**src/rtl/mem_stage.sv**
```systemverilog
// RV32 memory stage: EX/MEM register, data-memory handshake FSM,
// store alignment, load extraction and the MEM/WB register.
module mem_stage (
  input  logic        clk,
  input  logic        rst,
  input  logic        in_valid,
  input  logic [31:0] in_alu_out,
  input  logic [31:0] in_rs2_out,
  input  logic [4:0]  in_rd,
  input  logic        in_wb_en,
  input  logic        in_is_load,
  input  logic        in_is_store,
  input  logic [2:0]  in_funct3,
  output logic        mem_stall,
  output logic        dmem_read,
  output logic        dmem_write,
  output logic [31:0] dmem_address,
  output logic [31:0] dmem_wdata,
  output logic [3:0]  dmem_byte_enable,
  input  logic [31:0] dmem_rdata,
  input  logic        dmem_resp,
  output logic [31:0] fwd_exmem,
  output logic [31:0] fwd_memwb,
  output logic        out_valid,
  output logic        out_wb_en,
  output logic        out_trap,
  output logic [4:0]  out_rd,
  output logic [31:0] out_result
);

  typedef struct packed {
    logic        valid;
    logic [31:0] alu_out;
    logic [31:0] rs2_out;
    logic [4:0]  rd;
    logic        wb_en;
    logic        is_load;
    logic        is_store;
    logic [2:0]  funct3;
  } exmem_t;

  typedef enum logic {IDLE, WAIT} state_t;

  exmem_t      r_q;
  state_t      state_q;
  state_t      state_d;
  logic [1:0]  off;
  logic        mem_op;
  logic        mis;
  logic        access;
  logic        trap;
  logic [31:0] shifted;
  logic [31:0] load_val;

  // Alignment, request generation and store lane steering
  always_comb begin
    off      = r_q.alu_out[1:0];
    mem_op   = r_q.is_load | r_q.is_store;
    mis      = 1'b0;
    case (r_q.funct3[1:0])
      2'b00:   mis = 1'b0;
      2'b01:   mis = off[0];
      default: mis = (off != 2'b00);
    endcase
    trap         = r_q.valid & mem_op & mis;
    access       = r_q.valid & mem_op & ~mis;
    dmem_read    = access & r_q.is_load;
    dmem_write   = access & r_q.is_store;
    dmem_address = {r_q.alu_out[31:2], 2'b00};
    dmem_wdata   = '0;
    dmem_byte_enable = '0;
    if (dmem_write) begin
      dmem_wdata = r_q.rs2_out << {off, 3'b000};
      case (r_q.funct3[1:0])
        2'b00:   dmem_byte_enable = 4'b0001 << off;
        2'b01:   dmem_byte_enable = 4'b0011 << off;
        default: dmem_byte_enable = 4'b1111;
      endcase
    end
    mem_stall = access & ~dmem_resp;
    fwd_exmem = r_q.alu_out;
    fwd_memwb = out_result;
  end

  // Load data: align the addressed lane down, then extend
  always_comb begin
    shifted  = dmem_rdata >> {off, 3'b000};
    load_val = dmem_rdata;
    case (r_q.funct3)
      3'b000:  load_val = {{24{shifted[7]}}, shifted[7:0]};
      3'b001:  load_val = {{16{shifted[15]}}, shifted[15:0]};
      3'b100:  load_val = {24'b0, shifted[7:0]};
      3'b101:  load_val = {16'b0, shifted[15:0]};
      default: load_val = dmem_rdata;
    endcase
  end

  // Next state: WAIT while a request is outstanding
  always_comb begin
    state_d = state_q;
    case (state_q)
      IDLE:    if (access & ~dmem_resp) state_d = WAIT;
      WAIT:    if (dmem_resp | ~access) state_d = IDLE;
      default: state_d = IDLE;
    endcase
  end

  // FSM state register
  always_ff @(posedge clk or posedge rst) begin
    if (rst) state_q <= IDLE;
    else     state_q <= state_d;
  end

  // EX/MEM register, frozen while the access is outstanding
  always_ff @(posedge clk or posedge rst) begin
    if (rst) begin
      r_q <= '0;
    end else if (!mem_stall) begin
      r_q.valid    <= in_valid;
      r_q.alu_out  <= in_alu_out;
      r_q.rs2_out  <= in_rs2_out;
      r_q.rd       <= in_rd;
      r_q.wb_en    <= in_wb_en;
      r_q.is_load  <= in_is_load;
      r_q.is_store <= in_is_store;
      r_q.funct3   <= in_funct3;
    end
  end

  // MEM/WB register; a stalled cycle emits a bubble
  always_ff @(posedge clk or posedge rst) begin
    if (rst) begin
      out_valid  <= 1'b0;
      out_wb_en  <= 1'b0;
      out_trap   <= 1'b0;
      out_rd     <= '0;
      out_result <= '0;
    end else if (!mem_stall) begin
      out_valid  <= r_q.valid;
      out_wb_en  <= r_q.wb_en & ~trap;
      out_trap   <= trap;
      out_rd     <= r_q.rd;
      out_result <= (access & r_q.is_load) ? load_val : r_q.alu_out;
    end else begin
      out_valid  <= 1'b0;
      out_wb_en  <= 1'b0;
      out_trap   <= 1'b0;
    end
  end

endmodule

```
**config.mk**
```make
export PLATFORM = sky130hd
export DESIGN_NAME = mem_stage
export DESIGN_NICKNAME = d
export VERILOG_FILES = /design/src/rtl/mem_stage.sv
export SDC_FILE = /design/constraint.sdc
export NUM_CORES = 1
export LEC_CHECK = 0
export ABC_CLOCK_PERIOD_IN_PS = 4650
export CORE_MARGIN = 1.5
export CORE_UTILIZATION = 39
export DETAILED_ROUTE_END_ITERATION = 8
export GPL_TIMING_DRIVEN = 0
export PLACE_DENSITY = 0.77
export SYNTH_ARGS = -nofsm -noshare
export SYNTH_HDL_FRONTEND = slang
export SYNTH_SLANG_ARGS = --single-unit
```
**constraint.sdc**
```tcl
create_clock -name clk -period 4.65 [get_ports clk]
set_input_delay 1.395 -clock clk [delete_from_list [all_inputs] [get_ports clk]]
set_output_delay 1.395 -clock clk [all_outputs]
set_load 0.02 [all_outputs]
```
==> reports/qor.csv <==
metric;value;unit
Num CTS Buffers;17;
worst path buffer plus inverter count;3;
Synth Area per Inst;8.36;sq um
cell area power density;403;nW/um^2
die width;134;um
cell family with most CP delay;buffers and inverters;
Longest Clk Path Bufs;2;
Crit Path Class;primary input to output pin;
area delta synth->final;56.2;%
Setup crit end kind;output pin;
RSZ-0062 raised after global routing;no;
slowest stage delay, CP;660;ps
ranking of synthesized cells by area;dfrtp_1, nand2_1, buf_4;
Pleak;4.74;nW
crit-path max FO;19;
slew margin rel.;52.4;%
initial antenna violation count;1;
Hold Path Depth;2;
status;completed;
largest net degree at the start of global routing;69;
Worst R2R Setup Slack;2470;ps
# setup viols final;0;
VDD IR max;0.248;mV
final wirelength;23100;um
Overall Global Routing Usage;26.0;%
cts repair resizes;1;
ys async rst share;100;%
diodes inserted;0;
number of global-route vias before repair;6469;
Final Non-Filler Cells;1338;
Post-synth top flop;dfrtp_1;
Slew @ Worst Pin;709;ps
final hold slack;461;ps
CTS Hold Buffers Added;0;
clk root buf;clkbuf_16;
Initial Utilization;40.2;%
layout cell share with drive strength beyond 1;17.2;%
First-pass DRT Iterations;5;
CTS tree;built;
critical path depth;5;
slowest CP cell;clkdlybuf4s50_1;
Final HPWL DP;17600;um
row cnt;47;
wire per inst;17.2;um
max-slew violations;0;
dominant cell type by area after synthesis;dfrtp_1;
gpl congestion;0.922;
postcts setup bufs;0;
top-count cell post-synth;nand2_1;
Netlist cell types;45;
Via Count;6637;
post-synthesis register bit count;116;
fin nets;1216;
vias per cell;4.96;
EDFF count, synth;0;
Synth Cell Area;6720;sq um
H-tree depth;4;
Antenna Violating Nets Remaining;0;
startpoint types;primary input;
drt drc;0;
dpl cells;1308;
latest clock arrival within the worst-skew pair;420;ps
core area;16700;sq um
Setup WS post-layout;98.0;ps
Required @ worst endpoint;3250;ps
Tcrit/Tclk final;97.9;%
Max-Cap Viols;0;
worst r2r path cells;7;
sequential-to-total area share from yosys stat;43.2;%
IO Port Bufs;283;
Initial DRC Count;392;
cells along the critical path;clkdlybuf4s50_1 -> o21ba_2 -> o211ai_4 -> inv_4 -> clkdlybuf4s50_1;
synth cell count leaders;nand2_1, dfrtp_1, buf_4, nor2_1, a21oi_1;
Die Span Y;134;um
skew final;11.4;ps
yosys warns;0;
crit-path most repeated cell;clkdlybuf4s50_1;
dpl ws;-298;ps
IO Pins;286;
Syn Inst Count;803;
clk sink count;116;
Final min period;4550;ps
Synth top area share;43.2;%
clock slew at reported path FFs;60;ps
fmax;220;MHz
Final Hold Viols;0;
total die area;18000;sq um
global route overflow;0;
critical path arrival;3160;ps
setup_tns;0;ps
first-pass GRT wire length;35900;um
HP Class;register to register;
## flip-flops by register name, indices dropped and copies added (netlist names)
signal,cells
r_q,44
out_wb_en,1
out_valid,1
fwd_memwb,32
out_trap,1
out_rd,5
fwd_exmem,32
## metal layers
layer / vias to the layer above / global-route usage, % / routed length [um]
met2: 325 / 43.9 / 11300
met5: - / 0 / 17
li1: 3163 / - / -
met4: 2 / 6.57 / 347
met1: 3116 / 32.7 / 9350
met3: 31 / 7.48 / 2010
## cell families after synthesis
logic type / share of synthesized area [%]
AND/OR/NAND/NOR: 23.8
buffers and inverters: 14.8
AO/OA/AOI/OAI: 14.9
flip-flops: 43.2
multiplexers: 2.87
XOR/XNOR: 0.261
other: 0.0558
## final cells by class
class                           instances  area [sq um]
Clock inverter                         11           176
Fill cell                            1493          6210
Tap cell                              220           275
Multi-Input combinational cell        534          2820
Sequential cell                       116          2900
Buffer                                146           967
Timing Repair Buffer                  284          2860
Clock buffer                           21           460
Inverter                                6          30.0
## per-stage QoR
step	power, mW	instance area (sq um)	utilization, %
after CTS	4.26	10500	62.8
after global placement	2.82	9830	58.8
after floorplan	2.14	6720	-
after global routing	4.42	10500	62.8
after detailed placement	2.85	9860	59.0
final	4.23	10500	62.8
## final timing paths
kind	startpoint	endpoint
worst max register to register	fwd_exmem[1]$_DFFE_PP0N_	fwd_memwb[6]$_DFFE_PP0N_
max in group asynchronous	rst	fwd_exmem[2]$_DFFE_PP0N_
min in group asynchronous	rst	r_q[25]$_DFFE_PP0N_
worst max-delay path	dmem_resp	mem_stall
worst min register to register	r_q[41]$_DFFE_PP0N_	r_q[41]$_DFFE_PP0N_
worst min-delay path	r_q[41]$_DFFE_PP0N_	r_q[41]$_DFFE_PP0N_
## placed cells by master, fill, tap and decap left out, types with 7 or more instances in the layout
cell type,n
buf_2,20
dfrtp_1,116
mux2i_1,17
clkbuf_1,17
nor2_1,63
nor2_2,12
a221o_1,7
clkdlybuf4s50_1,283
o22ai_1,8
a21oi_1,47
nand2_1,250
nor2b_1,17
clkbuf_16,17
nand2b_1,10
o21ai_0,7
buf_1,8
nor3_1,9
and2_1,10
buf_4,101
a211oi_1,20
o21bai_1,9
a221oi_2,10
## tightest hold or removal path: stages (launching register included)
cell,delay [ps]
dfrtp_1,330
nand2_1,50
nand2_1,50
## power breakdown
part	total, mW	switching, mW	internal, mW	leakage, nW
clock	1.40	0.477	0.928	0.307
sequential	1.30	0.142	1.15	1.37
combinational	1.53	0.758	0.773	3.06
Note: power is estimated with default switching activity, not from simulation.
